--- src/rtl/led_step_sequencer_pkg.sv ---
// Shared widths and state encodings for the LED step sequencer
// and the next-state logic that drives it.
package led_step_sequencer_pkg;

    localparam int COUNT_W = 5;
    localparam int STATE_W = 3;
    localparam int LED_W   = 16;

    typedef enum logic [STATE_W-1:0] {
        INIT              = 3'd0,
        TURN_ON_TO_15     = 3'd1,
        TURN_OFF_TO_5     = 3'd2,
        TURN_ON_TO_10     = 3'd3,
        TURN_OFF_TO_0     = 3'd4,
        TURN_ON_TO_5      = 3'd5,
        TURN_OFF_TO_0_END = 3'd6
    } state_t;

    localparam logic [STATE_W-1:0] STATE_ILLEGAL = 3'd7;

    function automatic logic state_legal(input logic [STATE_W-1:0] s);
        return s != STATE_ILLEGAL;
    endfunction

    // Counts above LED_W saturate to all-on rather than wrapping.
    function automatic logic [LED_W-1:0] therm(
        input logic [COUNT_W-1:0] c
    );
        logic [LED_W-1:0] v;
        v = '0;
        for (int i = 0; i < LED_W; i++) begin
            v[i] = (i < int'(c));
        end
        return v;
    endfunction

endpackage

--- src/rtl/led_step_sequencer_btn_debounce.sv ---
// Button synchronizer, level debouncer and rising-edge detector.
// rise_pulse is registered and lasts one cycle per accepted press.
module btn_debounce
    import led_step_sequencer_pkg::*;
#(
    parameter int DEBOUNCE_CYCLES = 20
) (
    input  logic clk,
    input  logic rst,
    input  logic btn_raw,
    output logic rise_pulse
);

    localparam int CW = (DEBOUNCE_CYCLES < 2) ? 1 : $clog2(DEBOUNCE_CYCLES + 1);
    localparam logic [CW-1:0] CNT_LAST = CW'(DEBOUNCE_CYCLES - 1);

    logic          sync_a;
    logic          sync_b;
    logic          level;
    logic [CW-1:0] cnt;

    always_ff @(posedge clk) begin
        if (rst) begin
            sync_a     <= 1'b0;
            sync_b     <= 1'b0;
            level      <= 1'b0;
            cnt        <= '0;
            rise_pulse <= 1'b0;
        end else begin
            sync_a     <= btn_raw;
            sync_b     <= sync_a;
            rise_pulse <= 1'b0;
            if (sync_b == level) begin
                cnt <= '0;
            end else if (cnt == CNT_LAST) begin
                // Disagreement has lasted long enough: accept the new level.
                cnt        <= '0;
                level      <= sync_b;
                rise_pulse <= sync_b;
            end else begin
                cnt <= cnt + CW'(1);
            end
        end
    end

endmodule

--- src/rtl/led_step_sequencer.sv ---
// Step-timed register bank for an external next-state block, with a
// debounced sticky flick request and a thermometer LED display.
module led_step_sequencer
    import led_step_sequencer_pkg::*;
#(
    parameter int TICK_DIV        = 25000000,
    parameter int DEBOUNCE_CYCLES = 20
) (
    input  logic               clk,
    input  logic               rst,
    input  logic               btn_raw,
    input  logic [COUNT_W-1:0] next_count,
    input  logic [STATE_W-1:0] next_state,
    output logic               flick,
    output logic [COUNT_W-1:0] current_count,
    output logic [STATE_W-1:0] current_state,
    output logic               step_tick,
    output logic [LED_W-1:0]   led
);

    localparam int PW = $clog2(TICK_DIV);
    localparam logic [PW-1:0] PRE_LAST = PW'(TICK_DIV - 1);

    logic          rise_pulse;
    logic [PW-1:0] presc;
    state_t        state_q;

    btn_debounce #(
        .DEBOUNCE_CYCLES (DEBOUNCE_CYCLES)
    ) u_btn (
        .clk        (clk),
        .rst        (rst),
        .btn_raw    (btn_raw),
        .rise_pulse (rise_pulse)
    );

    always_ff @(posedge clk) begin
        if (rst) begin
            presc <= '0;
        end else if (presc == PRE_LAST) begin
            presc <= '0;
        end else begin
            presc <= presc + PW'(1);
        end
    end

    assign step_tick = (presc == PRE_LAST);

    always_ff @(posedge clk) begin
        if (rst) begin
            current_count <= '0;
            state_q       <= INIT;
        end else if (step_tick) begin
            if (state_legal(next_state)) begin
                current_count <= next_count;
                state_q       <= state_t'(next_state);
            end else begin
                current_count <= '0;
                state_q       <= INIT;
            end
        end
    end

    // A fresh press wins over a consuming tick so it is never lost.
    always_ff @(posedge clk) begin
        if (rst) begin
            flick <= 1'b0;
        end else if (rise_pulse) begin
            flick <= 1'b1;
        end else if (step_tick) begin
            flick <= 1'b0;
        end
    end

    assign current_state = state_q;
    assign led           = therm(current_count);

endmodule

--- config.mk ---
export PLATFORM = sky130hd
export DESIGN_NAME = led_step_sequencer
export DESIGN_NICKNAME = d
export VERILOG_FILES = /design/src/rtl/led_step_sequencer_pkg.sv /design/src/rtl/led_step_sequencer_btn_debounce.sv /design/src/rtl/led_step_sequencer.sv
export SDC_FILE = /design/constraint.sdc
export NUM_CORES = 1
export LEC_CHECK = 0
export CAP_MARGIN = 10
export CORE_MARGIN = 2
export CORE_UTILIZATION = 52
export DETAILED_ROUTE_END_ITERATION = 6
export PLACE_DENSITY = 0.79
export SKIP_LAST_GASP = 1
export SLEW_MARGIN = 15
export SYNTH_ARGS = -nofsm -noshare
export SYNTH_HDL_FRONTEND = slang
export SYNTH_SLANG_ARGS = --single-unit
--- constraint.sdc ---
create_clock -name clk -period 2.4 [get_ports clk]
set_clock_uncertainty 0.05 [all_clocks]
set_input_delay 0.48 -clock clk [delete_from_list [all_inputs] [get_ports clk]]
set_output_delay 0.48 -clock clk [all_outputs]
set_load 0.1 [all_outputs]
==> metrics.csv, run 1 <==
stage;metric;value;unit
hold_path;hold_path.class;reg2reg;
setup_path;worstPathMaxFanout;5;
synth;synthXorXnorAreaFrac;0.0685;
route;drc;0;
global_routing;grt_overflow;0;
setup_path;cp_slowest_stage_delay;0.42;ns
synth;ys_async_sr_fraction;0;
power;sw_frac_of_total;0.189;
setup_path;start_kind;flop;
placed_design;place.gp.congestion;0.790;
global_routing;antenna_found_initial;0;
run_status;run_status;finished clean;
cts;clkTransAtPathRegs;0.08;ns
timing;period_share;0.927;
power;vdd_drop_max;0.458;mV
synth;synthFlopType;dfxtp_1;
final_layout;layout.cells.most_common;dfxtp_1;
timing;timing.hold.ws;0.383;ns
cts;clk_latency;0.29;ns
global_routing;grt_max_degree;25;
cts;clock-sinks;43;
floorplan;dieArea;4450;um^2
cts;clockRootBuffer;clkbuf_8;
global_routing;grt_pass1_vias;1707;
synth;syn_nets;254;
synth;ys_seq_area_frac;0.421;
floorplan;fp.dieH;66.7;um
timing;tns;0;ns
synth;synth_largest_area_cell;dfxtp_1;
cts;cts_tree;yes;
floorplan;core.rowCount;22;
synth;synth_top_area_frac;0.421;
floorplan;core_area;3720;um^2
setup_path;worst_path_max_delay_cell;dfxtp_1;
setup_path;crit_chain;and4_1, nand4_1, nor2_2, buf_12;
cts;htreeDepth;2;
timing;rsz0062_at_grt;false;
power;clockPowerShare;0.458;
power;p_leak;0.00103;uW
setup_path;reg2regPathDepth;5;
synth;synthAdderAreaFrac;0.0122;
synth;synth_edf_count;0;
synth;syn_area_per_cell;8.48;um^2
cts;cts_setup_buffers;0;
synth;ys_warn_count;0;
cts;clockBufferDepth;2;
synth;synth_area;2040;um^2
power;p_sw;271;uW
hold_path;hold_start;u_btn.rise_pulse;
final_layout;drive_above_1_share;0.198;
flow_run;drv_cap;0;
global_routing;grt_pass1_wl;7200;um
cts;cts_resized;0;
power;p_per_area;548;nW/um^2
setup_path;cp-end-kind;output pin;
final_layout;layout_common_cells;38 x dfxtp_1, 29 x nand2_1, 29 x buf_4;
setup_path;r2r_slack;0.39;ns
synth;synth_compound_area_frac;0.0991;
final_layout;layout.nets;295;
power;p_int;1160;uW
timing;finalCriticalPeriod;2.22;ns
cts;cts_buffers;5;
setup_path;crit_type;reg2out;
floorplan;initial_core_util;0.550;
hold_path;hold_path_end;flick;
timing;hold_viol_final;0;
global_routing;track_usage;0.209;
setup_path;reg2reg_from;presc[0];
placed_design;placement.io_buffers;36;
synth;synthTopCellsByArea;dfxtp_1 42%, nand2_1 5.3%, nor2_1 5.1%;
synth;synth.area.mux_share;0.0392;
power;p_seq_frac;0.505;
setup_path;regToRegEndpoint;presc[24];
route;via_per_inst;5.55;
power;total_power;1430;uW
timing;worst_pin_slew;0.397;ns
timing;slew_headroom;0.733;
synth;synth_top_family_by_area;simple AND/OR/NAND/NOR gates;
route;dr.first_iter.drc_count;81;
route;routed_wl;4360;um
synth;synth-seq-cells;43;
floorplan;die_w;66.7;um
timing;maxSlewViolCount;0;
timing;max_freq;450;MHz
floorplan;ios;37;
synth;yosys.area_share.simple;0.329;
final_layout;diodes;0;
cts;cts.hold.buffers_added;0;
hold_path;hold_path_depth;2;
setup_path;arrival;1.69;ns
power;p_comb_frac;0.037;
route;drt-pass1-iter-count;4;
placed_design;hpwlAfterDp;3160;um
route;ant_nets;0;
timing;setup_viol;0;
synth;syn_inst;241;
route;wl_per_cell;13.2;um
setup_path;worstPathRequired;1.87;ns
final_layout;area_delta_synth_final;28.0;%
route;vias;1838;
synth;synth_cell_types;37;
==> power groups by stage <==
stage / sequential, uW / combinational [uW] / clock, uW
global placement: 741 / 52.6 / 0
detailed placement: 741 / 53.4 / 0
global route: 726 / 59.7 / 691
CTS: 724 / 54.1 / 670
finish: 724 / 53.3 / 656
floorplan: 740 / 25.1 / 0
==> how the worst max path moves through the flow <==
stage,from,to,slack [ns],cells past startpoint
after detailed placement,presc[0],presc[24],0.41,5
after global routing,presc[6],step_tick,0.04,4
after global placement,presc[0],presc[24],0.46,5
after CTS,presc[11],step_tick,0.17,4
after floorplan,current_count[4],led[1],-0.62,6
final,presc[11],step_tick,0.18,4
==> synth_stat cells, types with 3 or more instances <==
master,n
mux2i_1,8
o21ai_0,11
nand4_1,4
xnor2_1,7
a21oi_1,13
dfxtp_1,43
or4_1,4
clkbuf_1,4
nand2_1,29
nor4b_1,3
nand2b_1,11
nor2_1,28
o31ai_1,5
nand3_1,13
inv_1,6
or3_1,8
and4_1,4
xor2_1,9
and3_1,6
==> area by class of cell <==
| class | instances | area, um^2 |
|---|---|---|
| Sequential cell | 43 | 870 |
| Timing Repair Buffer | 42 | 378 |
| Tap cell | 48 | 60.1 |
| Clock buffer | 6 | 72.6 |
| Clock inverter | 2 | 60.1 |
| Inverter | 6 | 30.0 |
| Fill cell | 315 | 1100 |
| Multi-Input combinational cell | 184 | 1150 |
==> registers in the layout (all words and copies together), names as in the netlist <==
register,flops
flick,1
u_btn.level,1
presc,25
u_btn.sync_a,1
current_count,5
u_btn.rise_pulse,1
u_btn.sync_b,1
current_state,3
u_btn.cnt,5
==> logic make-up after synthesis <==
| group | after synthesis |
|---|---|
| adders and majority gates | 2 |
| DFF | 43 |
| and+or+nand+nor | 123 |
| muxes | 8 |
| AOI/OAI and AO/OA | 35 |
| xor gates and xnor gates | 16 |
| buffers and inverters | 14 |
==> per-layer routing <==
layer | global-route usage | part of all wire
met1 | 0.239 | 0.43
met2 | 0.374 | 0.52
met3 | 0.0557 | 0.042
met5 | 0 | 0
met4 | 0.0663 | 0.0050
==> through the flow <==
stage,setup WS (ns),instance area (um^2),util,std cells
3_3_place_gp,0.458,2480,0.668,323
5_1_grt,0.0442,2620,0.704,331
2_1_floorplan,-0.618,2100,-,241
6_report,0.176,2620,0.704,331
3_5_place_dp,0.411,2480,0.668,323
4_1_cts,0.168,2620,0.704,331
==> worst max-delay path, delay by kind of cell (launching register included) <==
kind	cells	cell delay (ns)
buf+inv	1	0.19
flops	1	0.42
simple gates	3	0.78
Note: power is estimated with default switching activity, not from simulation.
==> run 2, diff against run 1 <==
CORE_UTILIZATION = 33   (was 52)
PLACE_DENSITY = default   (was 0.79)
==> run 2 against run 1 <==
Net effect:
- first-iteration DRC count decreased by 4.9%
- critical path type unchanged
- clock-buffer cell count unchanged
- critical path depth unchanged
- critical endpoint unchanged
- worst hold slack got worse by 0.0036 ns
- sequential share of layout area about the same
==> metrics.csv, run 2 (same netlist as run 1, synthesis figures left out) <==
stage;metric;value;unit;change
timing;setup_viol;0;;unchanged
power;vdd_drop_max;0.272;mV;-41%
hold_path;hold_path_end;flick;;
global_routing;antenna_found_initial;0;;unchanged
floorplan;dieArea;6840;um^2;+54%
global_routing;grt_pass1_wl;6930;um;-3.8%
setup_path;cp-end-kind;output pin;;
power;p_int;972;uW;-16%
floorplan;initial_core_util;0.343;;-0.207
cts;clock-sinks;43;;unchanged
route;drt-pass1-iter-count;4;;unchanged
timing;maxSlewViolCount;0;;unchanged
final_layout;largest_registers;presc: 25 flops, current_count: 5 flops, u_btn.cnt: 5 flops;;
final_layout;layout.nets;296;;+0.34%
floorplan;core.rowCount;28;;+27%
route;dr.first_iter.drc_count;77;;-4.9%
final_layout;diodes;0;;unchanged
route;routed_wl;4310;um;-1.2%
final_layout;drive_above_1_share;0.201;;+0.00353
global_routing;grt_pass1_vias;1531;;-10%
setup_path;arrival;1.73;ns;+0.04 ns
timing;worst_pin_slew;0.341;ns;-0.0556 ns
hold_path;hold_path_depth;2;;unchanged
timing;max_freq;442;MHz;-1.7%
floorplan;core_area;5960;um^2;+60%
route;ant_nets;0;;unchanged
cts;cts_setup_buffers;0;;unchanged
global_routing;grt_max_degree;25;;unchanged
cts;cts_tree;yes;;
route;vias;1804;;-1.8%
cts;clockRootBuffer;clkbuf_8;;
timing;hold_viol_final;0;;unchanged
setup_path;reg2regPathDepth;4;;-1
placed_design;hpwlAfterDp;3140;um;-0.65%
final_layout;fin_util;0.439;;-0.265
cts;clk_latency;0.29;ns;about the same
final_layout;area_delta_synth_final;27.8;%;
power;p_seq_frac;0.590;;+0.085
hold_path;hold_start;u_btn.rise_pulse;;
cts;cts_buffers;5;;unchanged
cts;clkTransAtPathRegs;0.08;ns;about the same
final_layout;nFillCells;609;;+93%
setup_path;worstPathMaxFanout;8;;+3
run_status;run_status;finished clean;;
cts;cts.hold.buffers_added;0;;unchanged
setup_path;r2r_slack;0.46;ns;+0.07 ns
setup_path;reg2reg_from;presc[2];;
final_layout;layout.cells.most_common;dfxtp_1;;
global_routing;grt_overflow;0;;unchanged
route;via_per_inst;5.04;;-9.3%
cts;htreeDepth;2;;unchanged
timing;slew_headroom;0.772;;+0.0390
cts;clockBufferDepth;2;;unchanged
global_routing;track_usage;0.130;;-0.0791
timing;period_share;0.943;;+0.0165
final_layout;largest_reg_flops;25;;unchanged
route;drc;0;;unchanged
power;clockPowerShare;0.367;;-0.091
power;p_per_area;470;nW/um^2;-14%
route;wl_per_cell;12.0;um;-8.7%
setup_path;start_kind;flop;;
timing;finalCriticalPeriod;2.26;ns;+0.0395 ns
final_layout;top_register;presc;;
final_layout;layout_common_cells;38 x dfxtp_1, 30 x buf_4, 29 x nand2_1;;
power;p_comb_frac;0.043;;+0.006
flow_run;drv_cap;0;;unchanged
floorplan;die_w;82.7;um;+24%
power;p_sw;256;uW;-5.6%
power;p_leak;0.00102;uW;-1.3%
cts;cts_resized;0;;unchanged
placed_design;place.gp.congestion;0.741;;-6.3%
floorplan;fp.dieH;82.7;um;+24%
placed_design;placement.io_buffers;36;;unchanged
setup_path;regToRegEndpoint;presc[24];;
hold_path;hold_path.class;reg2reg;;
power;sw_frac_of_total;0.208;;+0.0193
floorplan;ios;37;;unchanged
timing;rsz0062_at_grt;false;;
setup_path;worstPathRequired;1.87;ns;about the same
setup_path;crit_type;reg2out;;
timing;tns;0;ns;unchanged
## run 2: cell count changes in the layout (fill, tap and decap cells not counted)
cell | before | now
clkbuf_1 | 1 | 0
bufinv_16 | 2 | 0
clkinv_2 | 0 | 1
buf_4 | 29 | 30
clkbuf_8 | 5 | 6
## run 2: worst max path at each step
stage | startpoint | endpoint | slack, ns | cells after the start
final | presc[2] | step_tick | 0.14 | 4
after global routing | presc[16] | step_tick | 0.04 | 4
after CTS | presc[2] | step_tick | 0.14 | 4
after detailed placement | rst | u_btn.cnt[2] | 0.44 | 4
after global placement | rst | u_btn.cnt[4] | 0.47 | 4
after floorplan | current_count[4] | led[1] | -0.62 | 6
## run 2: power groups by stage
stage | Combinational, uW | Sequential [uW] | Clock [uW]
3_3_place_gp | 53.5 | 741 | 0
2_1_floorplan | 25.1 | 740 | 0
4_1_cts | 53.9 | 724 | 471
6_report | 53.0 | 725 | 451
3_5_place_dp | 53.4 | 741 | 0
5_1_grt | 58.3 | 726 | 500
## run 2: metal layers
metal  track usage  share of wire  up-vias
met3        0.0272          0.060        5
met2         0.206           0.45       40
met4        0.0492          0.014        0
met1         0.173           0.48      829
li1              -              -      930
met5             0              0        -
## run 2: area by class of cell
cell class / count / area, um^2 / share of cell area
Clock inverter: 1 / 5.00 / 0.00192
Tap cell: 75 / 93.8 / 0.0359
Clock buffer: 6 / 82.6 / 0.0316
Inverter: 6 / 30.0 / 0.0115
Multi-Input combinational cell: 184 / 1150 / 0.439
Timing Repair Buffer: 43 / 385 / 0.148
Sequential cell: 43 / 870 / 0.333
## run 2: worst max-delay path, cell delays in order (launching register included)
cell	delay [ns]
dfxtp_1	0.41
and4_1	0.43
nand4_4	0.20
nor2_2	0.20
buf_12	0.20
## run 2: per-stage QoR
stage	instances	hold slack, ns	worst slack, ns	instance area (um^2)	power, uW
2_1_floorplan	241	0.361	-0.618	2100	765
3_3_place_gp	351	0.365	0.467	2520	795
3_5_place_dp	351	0.373	0.445	2520	795
4_1_cts	358	0.384	0.138	2610	1250
5_1_grt	358	0.410	0.0438	2610	1280
6_report	358	0.379	0.136	2610	1230
